<file path="config.mk">
export PLATFORM = sky130hd
export DESIGN_NAME = boxcar_avg8
export DESIGN_NICKNAME = d
export VERILOG_FILES = /design/src/rtl/boxcar_avg8.sv
export SDC_FILE = /design/constraint.sdc
export NUM_CORES = 1
export LEC_CHECK = 0
export ABC_CLOCK_PERIOD_IN_PS = 3900
export CORE_MARGIN = 2
export CORE_UTILIZATION = 35
export CTS_CLUSTER_DIAMETER = 120
export DETAILED_ROUTE_END_ITERATION = 10
export HOLD_SLACK_MARGIN = 0.03
export PLACE_DENSITY = 0.68
export SETUP_SLACK_MARGIN = 0.15
export SLEW_MARGIN = 10
export SYNTH_ARGS = -nofsm -noshare
export SYNTH_HDL_FRONTEND = slang
export SYNTH_SLANG_ARGS = --single-unit
</file>
<file path="constraint.sdc">
create_clock -name clk -period 3.9 [get_ports clk]
set_input_delay 0.585 -clock clk [delete_from_list [all_inputs] [get_ports clk]]
set_output_delay 0.585 -clock clk [all_outputs]
set_load 0.01 [all_outputs]
</file>
<file path="src/rtl/boxcar_avg8.sv">
// boxcar_avg8: moving-average controller around an external 32x8 SRL.
// Build option BOXCAR_ROUND_EN: round half up before the avg shift.
module boxcar_avg8 (
  input  logic        clk,
  input  logic        rst_n,
  input  logic        in_stb,
  input  logic [7:0]  in_d,
  input  logic [4:0]  len,
  input  logic [2:0]  sh,
  input  logic        clr,
  output logic [7:0]  srl_d,
  output logic        srl_ce,
  output logic [4:0]  srl_a,
  input  logic [7:0]  srl_y,
  output logic        out_stb,
  output logic [12:0] sum,
  output logic [7:0]  avg,
  output logic        filling
);

  typedef enum logic {
    FILL = 1'b0,
    RUN  = 1'b1
  } state_t;

  state_t              r_state;
  state_t              w_state_nx;
  logic [4:0]          r_len;
  logic [4:0]          r_cnt;
  logic [12:0]         r_sum;
  logic [7:0]          r_avg;
  logic                r_stb;

  logic                w_restart;
  logic                w_acc;
  logic                w_done;
  logic [12:0]         w_sub;
  logic [12:0]         w_sum_nx;
  logic [2:0]          w_sh;
  logic [13:0]         w_bias;
  logic signed [13:0]  w_pre;
  logic signed [13:0]  w_shf;
  logic [7:0]          w_avg_nx;

  assign w_restart = clr | (len != r_len);
  assign w_acc     = in_stb & ~w_restart;
  assign w_done    = (r_state == RUN) | (r_cnt == r_len);

  // SRL contents are stale until the window has been refilled
  assign w_sub    = (r_state == RUN) ?
                    {{5{srl_y[7]}}, srl_y} : 13'd0;
  assign w_sum_nx = r_sum + {{5{in_d[7]}}, in_d} - w_sub;

  assign w_sh = (sh > 3'd5) ? 3'd5 : sh;

`ifdef BOXCAR_ROUND_EN
  assign w_bias = (w_sh == 3'd0) ? 14'd0 :
                  (14'd1 << (w_sh - 3'd1));
`else
  assign w_bias = 14'd0;
`endif

  // Scale and saturate the next sum into the 8-bit average
  always_comb begin
    w_pre = $signed({w_sum_nx[12], w_sum_nx} + w_bias);
    w_shf = w_pre >>> w_sh;
    if (w_shf > 14'sd127)
      w_avg_nx = 8'h7F;
    else if (w_shf < -14'sd128)
      w_avg_nx = 8'h80;
    else
      w_avg_nx = w_shf[7:0];
  end

  // Next-state: restart forces FILL, last fill sample enters RUN
  always_comb begin
    w_state_nx = r_state;
    if (w_restart)
      w_state_nx = FILL;
    else if (w_acc && r_state == FILL && r_cnt == r_len)
      w_state_nx = RUN;
  end

  // State register
  always_ff @(posedge clk or negedge rst_n) begin
    if (!rst_n)
      r_state <= FILL;
    else
      r_state <= w_state_nx;
  end

  // Length, fill count, running sum and registered outputs
  always_ff @(posedge clk or negedge rst_n) begin
    if (!rst_n) begin
      r_len <= 5'd0;
      r_cnt <= 5'd0;
      r_sum <= 13'd0;
      r_avg <= 8'd0;
      r_stb <= 1'b0;
    end else if (w_restart) begin
      r_len <= len;
      r_cnt <= 5'd0;
      r_sum <= 13'd0;
      r_avg <= 8'd0;
      r_stb <= 1'b0;
    end else begin
      r_stb <= w_acc & w_done;
      if (w_acc) begin
        r_sum <= w_sum_nx;
        r_avg <= w_avg_nx;
        if (!w_done)
          r_cnt <= r_cnt + 5'd1;
      end
    end
  end

  assign srl_d   = in_d;
  assign srl_ce  = w_acc;
  assign srl_a   = r_len;
  assign out_stb = r_stb;
  assign sum     = r_sum;
  assign avg     = r_avg;
  assign filling = (r_state == FILL);

endmodule

</file>
* After elaboration in Yosys (flattened, before gate mapping)
Cells that the tools add are included.
Operators by class: shift-type cells 1, multiplexer cells 14, $lt $le $gt $ge 3, equal/unequal tests 3, bitwise logic cells 6, reduce and logical (&&, ||, !) cells 5, $add $sub $neg 3
Operators with widths (count):
- $mux W13 | 3
- $mux W8 | 4
- $mux W5 | 3
- $gt A14 B8 Y1 const B | 1
- $lt A14 B8 Y1 const B | 1
- $sshr A13 B3 Y14 | 1
- $add A13 B13 Y13 | 1
- $sub A13 B13 Y13 | 1
- $add A5 B1 Y5 const B | 1
- $eq A5 B5 Y1 | 1
- $ne A5 B5 Y1 | 1
- $reduce_bool A2 Y1 | 2
- $gt A3 B3 Y1 const B | 1
- $mux W1 | 3
- $mux W3 | 1
- $and A1 B1 Y1 | 2
- $logic_and A1 B1 Y1 | 2
- $ne A2 B2 Y1 const B | 1
- $not A1 Y1 | 2
- $or A1 B1 Y1 | 2
- $reduce_and A2 Y1 | 1
Word-level totals: output and inout port bits 37, logic and storage cells 41, bits of input ports 28, register bits after elaboration 33

* Logic depth before layout (Yosys ltp)
depth after elaboration 8, mapped depth 16, depth with buffers taken out 15

* Least setup slack after synthesis
OpenSTA, ideal clock, no wires.
path kind input -> register, from input in_d[7], to register r_avg[0] (netlist: avg[0]), data arrival time 3629 ps, setup slack 203 ps, cell stages on the path 14, buffers on the path 1, setup time 68 ps, required time 3832 ps, path through inv_1 fa_1 inv_1 ha_1 buf_2 and3_4 a221oi_4 nand3b_1 mux2i_4 nor3_2 o32ai_4 o221ai_2 a221oi_2 o221a_1
Between the ends: cells in the longest elaborated chain, start to end 8, elaborated cells between the ends (all ways) 9, classes of those cells add/sub: 2; order compare: 2; shift: 1; mux: 4
RTL lines:
- from (decl) | line 7 | input logic [7:0] in_d,
- $add A13 B13 Y13 * | line 52 | assign w_sum_nx = r_sum + {{5{in_d[7]}}, in_d} - w_sub;
- $sub A13 B13 Y13 * | line 52
- $sshr A13 B3 Y14 * | line 66 | w_shf = w_pre >>> w_sh;
- $lt A14 B8 Y1 | line 69 | else if (w_shf < -14'sd128)
- $mux W8 | line 69
- $mux W8 * | line 67 | if (w_shf > 14'sd127)
- $mux W8 * | line 108 | if (w_acc) begin
- $mux W8 * | line 100 | end else if (w_restart) begin
- to (signal assigned) | line 110 | r_avg <= w_avg_nx;
- to (decl) | line 31 | logic [7:0] r_avg;
Mark *: on every way between the ends. The rest lies on a longest branch, timed or not. The select of a mux whose other input is x is not followed. A chain may end at the register's enable or synchronous reset.

* Worst setup path after layout
from input srl_y[1], to register r_avg[0] (netlist: avg[0])
Between the ends: cells in the longest elaborated chain, start to end 8, elaborated cells between the ends (all ways) 9, classes of those cells add/sub: 1; order compare: 2; shift: 1; mux: 5
RTL lines:
- from (decl) | line 14 | input logic [7:0] srl_y,
- $mux W13 * | line 50 | assign w_sub = (r_state == RUN) ?
- $sub A13 B13 Y13 * | line 52
- $sshr A13 B3 Y14 * | line 66
- $lt A14 B8 Y1 | line 69
- $mux W8 | line 69
- $mux W8 * | line 67
- $mux W8 * | line 108
- $mux W8 * | line 100
Marks and branches as above.

==> impl_metrics.env <==
export IMPL_outcome="completed"
export IMPL_critPathKind="input pin to register"
export IMPL_vdd_drop_max_mv=0.220
export IMPL_p_total_uw=1170
export IMPL_synth_area_per_cell_um2=8.78
export IMPL_tns_ns=0
export IMPL_port_buffers=64
export IMPL_timing_hold_violations_final=0
export IMPL_synth_nets=423
export IMPL_grtUsageTotal_pct=18.1
export IMPL_grt_pass1_wl_um=14800
export IMPL_rows=35
export IMPL_grt_max_degree=34
export IMPL_root_buffer="clkbuf_8"
export IMPL_netlist_area_mm2=0.00323
export IMPL_synthCells=368
export IMPL_startpoint_type="input pin"
export IMPL_viasPerCell=5.10
export IMPL_first_global_vias=3104
export IMPL_leakagePower_uw=0.00211
export IMPL_cp_top_family="compound AO/OA/AOI/OAI gates"
export IMPL_area_growth_syn_to_layout_pct=46.5
export IMPL_insertedDiodeCount=0
export IMPL_dieArea_mm2=0.0100
export IMPL_dp_cells=562
export IMPL_clk_path_buf_depth=2
export IMPL_cts_inserted_buffers=5
export IMPL_crit_top_cell="fa_2"
export IMPL_first_pass_iters=4
export IMPL_clkSlewWorstSetupHoldPaths_ns=0.07
export IMPL_period_share_pct=98.2
export IMPL_synth_warnings=0
export IMPL_crit_path_end_kind="register"
export IMPL_stdcell_count=596
export IMPL_max_cap_violations=0
export IMPL_crit_buf_inv=3
export IMPL_wire_per_inst_um=14.7
export IMPL_ys_flop_type="dfrtp_1"
export IMPL_fin_crit_ns=3.83
export IMPL_critPathRequiredTime_ns=4.12
export IMPL_routed_wl_um=8740
export IMPL_critical_path_cell_chain="dlygate4sd2_1 > and2_4 > fa_2 > buf_4 > fa_2 > nand2b_4 > a21oi_2 > buf_6 > o2111ai_2 > a21oi_1 > and3b_2 > o32ai_4 > o221ai_4 > a221oi_2 > o221a_1"
export IMPL_critPathArrivalTime_ns=4.05
export IMPL_grt_antenna_before_repair=0
export IMPL_start_util_pct=35.5
export IMPL_hpwl_um=6410
export IMPL_power_density_mw_per_mm2=248
export IMPL_num_io_pins=65
export IMPL_synth_cell_types=66
export IMPL_crit_path_max_incr_delay_ns=0.46
export IMPL_ctsHtreeMaxLevel=2
export IMPL_drt_iter0_drc=129
export IMPL_die_h_um=100
export IMPL_fin_nets=539
export IMPL_vias=3038
export IMPL_hold_class="register to register"
export IMPL_clk_latency_ns=0.28
export IMPL_fp_dieW_um=100
export IMPL_gp_congestion=0.915
export IMPL_drive_above_1_share_pct=31.8
export IMPL_slowest_stage="fa_2"
export IMPL_max_freq_mhz=261
export IMPL_worst_pin_slew_ns=0.746
export IMPL_relSlewSlack_pct=50.3
export IMPL_drc=0
export IMPL_ant_nets=0
export IMPL_crit_fanout=6
export IMPL_overflow=0
export IMPL_drv_slew=0
export IMPL_clock_skew_ns=0.00442
export IMPL_ys_seq_area_share_pct=25.6
export IMPL_synth_seq_cells=33
export IMPL_nFillCells=853
export IMPL_cts_tree="built"
export IMPL_setup_viol=0
export IMPL_whs_ns=0.500
export IMPL_rsz0062_at_grt="yes"
export IMPL_synth_edf_count=0
export IMPL_fp_coreArea_mm2=0.00911
export IMPL_async_flop_share_pct=100
export IMPL_cts_sinks=33
placed cells by master, fill, tap and decap left out, drive strengths merged, types with 4 or more instances in the layout:
cell type,count
mux2i,17
dlygate4sd2,14
a21oi,22
and2,11
a211oi,10
nand2b,4
nand3,8
clkdlybuf4s50,49
o21ai,10
a21o,4
nand2,25
nor3,7
dfrtp,33
mux2,4
buf,75
inv,52
nand4,6
nor2,31
fa,12
o211ai,4
xor2,10
clkbuf,6
o221a,6
xnor2,11
ha,15
layer usage:
metal | share of wire (%) | vias up | GRT usage (%) | wire length, um
met5 | 0 | - | 0 | 0
met4 | 0.65 | 0 | 2.32 | 57
met3 | 4.6 | 6 | 2.58 | 406
met2 | 49 | 76 | 31.9 | 4320
met1 | 45 | 1472 | 24.2 | 3960
li1 | - | 1484 | - | -
through the flow:
stage	utilization, %	setup WS, ns	area (um^2)
final	51.9	0.0693	4730
after global routing	51.9	-0.112	4730
after CTS	51.2	0.117	4660
after detailed placement	46.3	-0.480	4220
after global placement	46.3	-0.406	4220
after floorplan	-	0.203	3230
cell usage after synthesis (all sizes together) (6+ instances only):
| library cell | count | area [um^2] |
|---|---|---|
| nor3 | 7 | 40.0 |
| mux2i | 17 | 183 |
| nor2 | 31 | 119 |
| and2 | 11 | 71.3 |
| nand2 | 25 | 96.4 |
| a211oi | 10 | 87.6 |
| xor2 | 10 | 87.6 |
| a21oi | 22 | 121 |
| nand4 | 6 | 37.5 |
| nand3 | 8 | 40.0 |
| clkbuf | 13 | 50.0 |
| inv | 52 | 195 |
| o221a | 6 | 67.6 |
| fa | 12 | 240 |
| o21ai | 10 | 65.1 |
| xnor2 | 11 | 96.3 |
| ha | 15 | 188 |
| buf | 17 | 111 |
| dfrtp | 33 | 826 |
final timing paths:
kind                       startpoint  endpoint  cells past startpoint  slack (ns)
hold reg to reg                avg[7]    avg[7]                      1        0.50
min in group asynchronous       rst_n    avg[7]                      2        0.70
setup / recovery             srl_y[1]    avg[0]                     15        0.07
setup reg to reg              r_state    avg[0]                     13        0.08
hold / removal                 avg[7]    avg[7]                      1        0.50
max in group asynchronous       rst_n   r_state                      2        2.87
kinds of logic after synthesis:
group	count (synthesis)	share of synthesized area, %
muxes	21	7.05
and+or+nand+nor	101	16.0
AOI/OAI and AO/OA	82	21.2
adders and majority gates	27	13.3
xor gates and xnor gates	21	5.70
DFF	33	25.6
buffers and inverters	83	11.2
where the power goes:
group | total [uW] | leakage, uW | switching (uW) | internal, uW
sequential | 352 | 0.000448 | 4.93 | 347
combinational | 574 | 0.00162 | 284 | 290
clock | 248 | 0.0000450 | 124 | 124
total | 1170 | 0.00211 | 414 | 760
area by class of cell:
cell class                      instances  area [um^2]  area share (%)
Clock buffer                            6         72.6            1.53
Sequential cell                        33          827            17.5
Multi-Input combinational cell        252         2280            48.1
Clock inverter                          2         10.0           0.212
Inverter                               53          199            4.21
Tap cell                              111          139            2.94
Timing Repair Buffer                  139         1210            25.5
repair_timing:
item                       in CTS  in global routing
gates resized for setup        67                  6
hold buffers                    0                  0
buffers inserted               20                  6
setup endpoints to repair       7                  7
pin swaps                      40                 12
sequential cells by signal (all words and copies together) (netlist names):
register and count:
avg 8, sum 13, r_cnt 5, out_stb 1
r_state 1, srl_a 5
Power figures use the tool's default switching activity.
==> RTL change 1, RTL diff (same flow settings) <==
Register the inputs `in_stb`, `in_d`, `len`, `sh`, `clr` and `srl_y` before use. The logic sees them one clock later.
--- a/src/rtl/boxcar_avg8.sv
+++ b/src/rtl/boxcar_avg8.sv
@@ -23,6 +23,22 @@
     RUN  = 1'b1
   } state_t;
 
+  logic in_stb_q;
+  logic [7:0] in_d_q;
+  logic [4:0] len_q;
+  logic [2:0] sh_q;
+  logic clr_q;
+  logic [7:0] srl_y_q;
+
+  always_ff @(posedge clk) begin
+    in_stb_q <= in_stb;
+    in_d_q   <= in_d;
+    len_q    <= len;
+    sh_q     <= sh;
+    clr_q    <= clr;
+    srl_y_q  <= srl_y;
+  end
+
   state_t              r_state;
   state_t              w_state_nx;
   logic [4:0]          r_len;
@@ -42,16 +58,16 @@
   logic signed [13:0]  w_shf;
   logic [7:0]          w_avg_nx;
 
-  assign w_restart = clr | (len != r_len);
-  assign w_acc     = in_stb & ~w_restart;
+  assign w_restart = clr_q | (len_q != r_len);
+  assign w_acc     = in_stb_q & ~w_restart;
   assign w_done    = (r_state == RUN) | (r_cnt == r_len);
 
   // SRL contents are stale until the window has been refilled
   assign w_sub    = (r_state == RUN) ?
-                    {{5{srl_y[7]}}, srl_y} : 13'd0;
-  assign w_sum_nx = r_sum + {{5{in_d[7]}}, in_d} - w_sub;
+                    {{5{srl_y_q[7]}}, srl_y_q} : 13'd0;
+  assign w_sum_nx = r_sum + {{5{in_d_q[7]}}, in_d_q} - w_sub;
 
-  assign w_sh = (sh > 3'd5) ? 3'd5 : sh;
+  assign w_sh = (sh_q > 3'd5) ? 3'd5 : sh_q;
 
 `ifdef BOXCAR_ROUND_EN
   assign w_bias = (w_sh == 3'd0) ? 14'd0 :
@@ -98,7 +114,7 @@
       r_avg <= 8'd0;
       r_stb <= 1'b0;
     end else if (w_restart) begin
-      r_len <= len;
+      r_len <= len_q;
       r_cnt <= 5'd0;
       r_sum <= 13'd0;
       r_avg <= 8'd0;
@@ -114,7 +130,7 @@
     end
   end
 
-  assign srl_d   = in_d;
+  assign srl_d   = in_d_q;
   assign srl_ce  = w_acc;
   assign srl_a   = r_len;
   assign out_stb = r_stb;
Behaviour: not the same (Yosys sat finds a counterexample within 4 cycles, from zero or initial values and one cycle with rst_n low).
==> RTL change 1 against the original RTL <==
Sequential cell count up 26. Combinational power is 16% lower. Setup slack gained 100 ps. Maximum frequency increased by 2.7%. Power increased by 45%. Area after synthesis is 7.4% higher. Cell area grew 2.1%. Sequential share of layout area rose by 10 points. Wire length is 0.10% lower. Critical path type is now register to register. Highest routed layer unchanged.
==> RTL change 1: results (changes against the original RTL) <==
metric,value,unit,change
run status,"finished, final reports clean",,
DRT iter0 DRCs,124,,-3.9%
average size of a mapped cell,9.85,um^2,+12%
power in the clock group,572,uW,+130%
dpl ws,-27.9,ps,+452 ps
htree depth,3,,+1
gr usage total,0.164,,-0.0166
routability cong.,0.847,,-7.4%
nonclk buf count,94,,-32%
Sw Share,0.298,,-0.0549
Filler cells,883,,+3.5%
HPWL Detailed,6160,um,-3.8%
Worst R2R Setup Slack,170,ps,+90 ps
Placeable Area,0.00968,mm^2,+6.3%
WL met2,4300,um,-0.44%
met1 wire length,3770,um,-4.8%
Yosys reg bits,59,,+79%
final instance count without filler cells,573,,-3.9%
design internal power,1.20,mW,+57%
vias in the first global route,3018,,-2.8%
Hold Crit Start,len_q[2]$_DFF_P_,,
data arrival time of the worst path,3960,ps,-90 ps
net count after synthesis,407,,-3.8%
clk_skew,7.48,ps,+3.06 ps
hold slack,360,ps,-140 ps
CP max FO,7,,+1
Hold Crit Depth,0,,-1
r2r endpoint,avg[6]$_DFFE_PN0P_,,
clock latency on the worst-skew pair,340,ps,+60 ps
FF+latch area,0.00135,mm^2,+63%
Placed Instances,547,,-2.7%
Final clock-cell share,0.0422,,+0.0248
Synth cell types,56,,-15%
Slew @ Worst Pin,961,ps,+215 ps
inverter count,21,,-60%
max incr delay on CP,570,ps,+110 ps
met3 wire len,423,um,+4.2%
clock buffers,12,,+6
Multi-In Gates,250,,-0.79%
DR vias/cell,5.14,,+0.83%
Max VDD drop,0.299,mV,+36%
ys async rst share,0.559,,-0.441
CTS buffer count,9,,+4
Logic power comb,483,uW,-16%
-- RTL change 1: cell types whose count changed after synthesis, moves of 4 or more --
| cell | unedited run | this run |
|---|---|---|
| inv_1 | 52 | 21 |
| dfxtp_1 | 0 | 26 |
| buf_4 | 9 | 0 |
| nor2_1 | 30 | 37 |
| clkbuf_1 | 12 | 17 |
| mux2i_1 | 16 | 11 |
| nand3_1 | 8 | 3 |
| xnor2_1 | 11 | 15 |
-- RTL change 1: repair_timing --
item	CTS	global route
setup buffers	3	7
setup endpoints to repair	7	7
pin swaps	7	23
resized for setup	12	22
-- RTL change 1: worst max path at each step --
| stage | endpoint | startpoint | slack, ps | cells past startpoint |
|---|---|---|---|---|
| 6_report | avg[6]$_DFFE_PN0P_ | r_state$_DFFE_PN0P_ | 170 | 14 |
| 2_1_floorplan | avg[0]$_DFFE_PN0P_ | r_state$_DFFE_PN0P_ | 170 | 13 |
| 3_3_place_gp | avg[1]$_DFFE_PN0P_ | r_state$_DFFE_PN0P_ | 80 | 12 |
| 4_1_cts | avg[3]$_DFFE_PN0P_ | r_state$_DFFE_PN0P_ | 150 | 13 |
| 3_5_place_dp | avg[0]$_DFFE_PN0P_ | r_state$_DFFE_PN0P_ | -30 | 12 |
| 5_1_grt | avg[3]$_DFFE_PN0P_ | r_state$_DFFE_PN0P_ | 30 | 12 |
-- RTL change 1: logic make-up (layout without fill, tap and decap cells) --
group / count (synthesis) / count (layout) / synth area share
AOI/OAI and AO/OA: 82 / 82 / 0.184
muxes: 15 / 15 / 0.0480
DFF: 59 / 59 / 0.388
xor gates and xnor gates: 25 / 25 / 0.0631
buffers and inverters: 43 / 131 / 0.0501
adders and majority gates: 27 / 27 / 0.123
and+or+nand+nor: 101 / 101 / 0.143
==> RTL change 2, RTL diff (same flow settings) <==
Without the edit above. Build with the macro `BOXCAR_ROUND_EN` defined.
--- a/src/rtl/boxcar_avg8.sv
+++ b/src/rtl/boxcar_avg8.sv
@@ -1,5 +1,7 @@
 // boxcar_avg8: moving-average controller around an external 32x8 SRL.
 // Build option BOXCAR_ROUND_EN: round half up before the avg shift.
+`define BOXCAR_ROUND_EN
+
 module boxcar_avg8 (
   input  logic        clk,
   input  logic        rst_n,
Check against the original RTL: not equivalent (a bounded check fails within 4 cycles, from zero or initial values and one cycle with rst_n low).
==> RTL change 2 against the original RTL <==
Area after synthesis rose by 27%. Wire length rose by 53%. Largest power group unchanged. Core utilization rose by 4.8 points. Die area rose by 26%. The run now ends with negative setup slack left. Power rose by 72%. Critical endpoint is now avg[3]$_DFFE_PN0P_. Sequential share of layout area fell by 4.8 points. Setup slack got worse by 940 ps. Via count rose by 46%. Highest routed layer unchanged. Sequential cell count did not move. Cell area rose by 38%. Hold slack improved by 48 ps.
==> RTL change 2: results (changes against the original RTL) <==
metric,value,unit,change
WL met2,6760,um,+57%
design internal power,1.23,mW,+62%
Power Dens Cells,310,mW/mm^2,+25%
failing checks,negative setup slack,,
met1 usage,0.263,,+0.0211
share of layout cells above drive strength 1,0.347,,+0.0293
clk_skew,12.1,ps,+7.65 ps
Logic power comb,1.17,mW,+100%
Min-Delay Endpoint,sum[9]$_DFFE_PN0P_,,
largest net degree at the start of global routing,26,,-24%
post-synthesis mux area share,0.0514,,-0.0191
Max-slew headroom,0.382,,-0.120
most instantiated cells after synthesis,"59 x nor2_1, 53 x inv_1, 35 x a21oi_1, 33 x dfrtp_1, 25 x clkbuf_1",,
Synth area leaders,"dfrtp_1 20%, ha_1 7.3%, fa_1 6.3%",,
Root Buffer,clkbuf_16,,
met3 Usage GRT,0.0335,,+0.00771
Max VDD drop,0.205,mV,-6.7%
gr usage total,0.211,,+0.0304
total negative slack,-5890,ps,-5890 ps
Leak Pwr,2.96,nW,+40%
routability cong.,0.867,,-5.2%
vias in the first global route,4646,,+50%
average size of a mapped cell,7.99,um^2,-9.0%
net count after synthesis,580,,+37%
clock share of power,0.244,,+0.033
fraction of the yosys area taken by sequential cells,0.201,,-0.0550
HPWL Detailed,9870,um,+54%
Compound-Gate Fraction of Synth Area,0.239,,+0.0270
max FFs per register,13,,unchanged
Synth cell types,71,,+7.6%
CP startpoint,r_state$_DFFE_PN0P_,,
Hold Crit Depth,2,,+1
global-route wire length before repair,21800,um,+47%
drt first pass iters,5,,+1
Placed Instances,804,,+43%
met3 wire len,483,um,+19%
setup violators final,8,,+8
run status,finished with violations,,
r2r endpoint,avg[3]$_DFFE_PN0P_,,
area share of fa/ha/maj cells after synthesis,0.136,,+0.00375
DRT iter0 DRCs,233,,+81%
met1 wire length,5730,um,+45%
DR vias/cell,5.33,,+4.5%
dpl ws,-1340,ps,-863 ps
met2 Usage GRT,0.370,,+0.0508
clock latency on the worst-skew pair,300,ps,+20 ps
Final WS setup,-873,ps,-942 ps
xor and xnor area share after synthesis,0.0782,,+0.0212
# nets final,756,,+40%
WL/cell,16.0,um,+9.0%
reg2reg path depth,23,,+10
[RTL change 2: changes by cell type after synthesis, sizes merged, moves of 6 or more]
cell / delta
a21oi: +14
clkbuf: +12
ha: +9
nand2b: +6
nor2: +28
o21ai: +13
xnor2: +12
[RTL change 2: area by class of cell]
class,count,area (um^2)
inverters,54,203
flip-flops and latches,33,827
well taps,143,179
clock buffers,5,125
multi-input cells,389,3380
clock inverters,3,46.3
fillers,1016,4960
repair buffers,208,1750
[RTL change 2: worst max-delay path: stages (launching register included)]
cell and delay (ps):
dfrtp_2 460, buf_6 150, and2_4 130, fa_1 510, inv_2 50, ha_4 270
buf_6 110, nand2b_4 60, a21oi_4 160, nor2b_4 70, xnor2_4 190, ha_4 240
a211oi_4 230, o31ai_1 110, mux2i_1 200, buf_4 190, nor4_4 50, o31ai_1 240
a22o_1 240, nor2b_2 70, o2111a_1 220, a32o_2 310, buf_6 130, o221a_1 240
[RTL change 2: metrics by stage]
step | instance area (um^2) | hold slack, ps | util
global placement | 5830 | 504 | 0.508
CTS | 6330 | 549 | 0.552
finish | 6500 | 548 | 0.567
floorplan | 4310 | 289 | -
detailed placement | 5830 | 519 | 0.508
global route | 6500 | 581 | 0.567
[RTL change 2: timing repair]
action,4_1_cts,5_1_grt
pin swaps,48,30
endpoints found under the setup margin,8,9
setup buffers,19,4
resized for setup,54,25
[RTL change 2: kinds of logic (layout without fill, tap and decap cells)]
| kind of cell | after synthesis | in the layout |
|---|---|---|
| AND/OR/NAND/NOR | 160 | 160 |
| AO/OA/AOI/OAI | 136 | 136 |
| buffers and inverters | 93 | 270 |
| adder cells (fa/ha/maj) | 37 | 37 |
| XOR/XNOR | 35 | 35 |
| flip-flops | 33 | 33 |
| multiplexers | 21 | 21 |
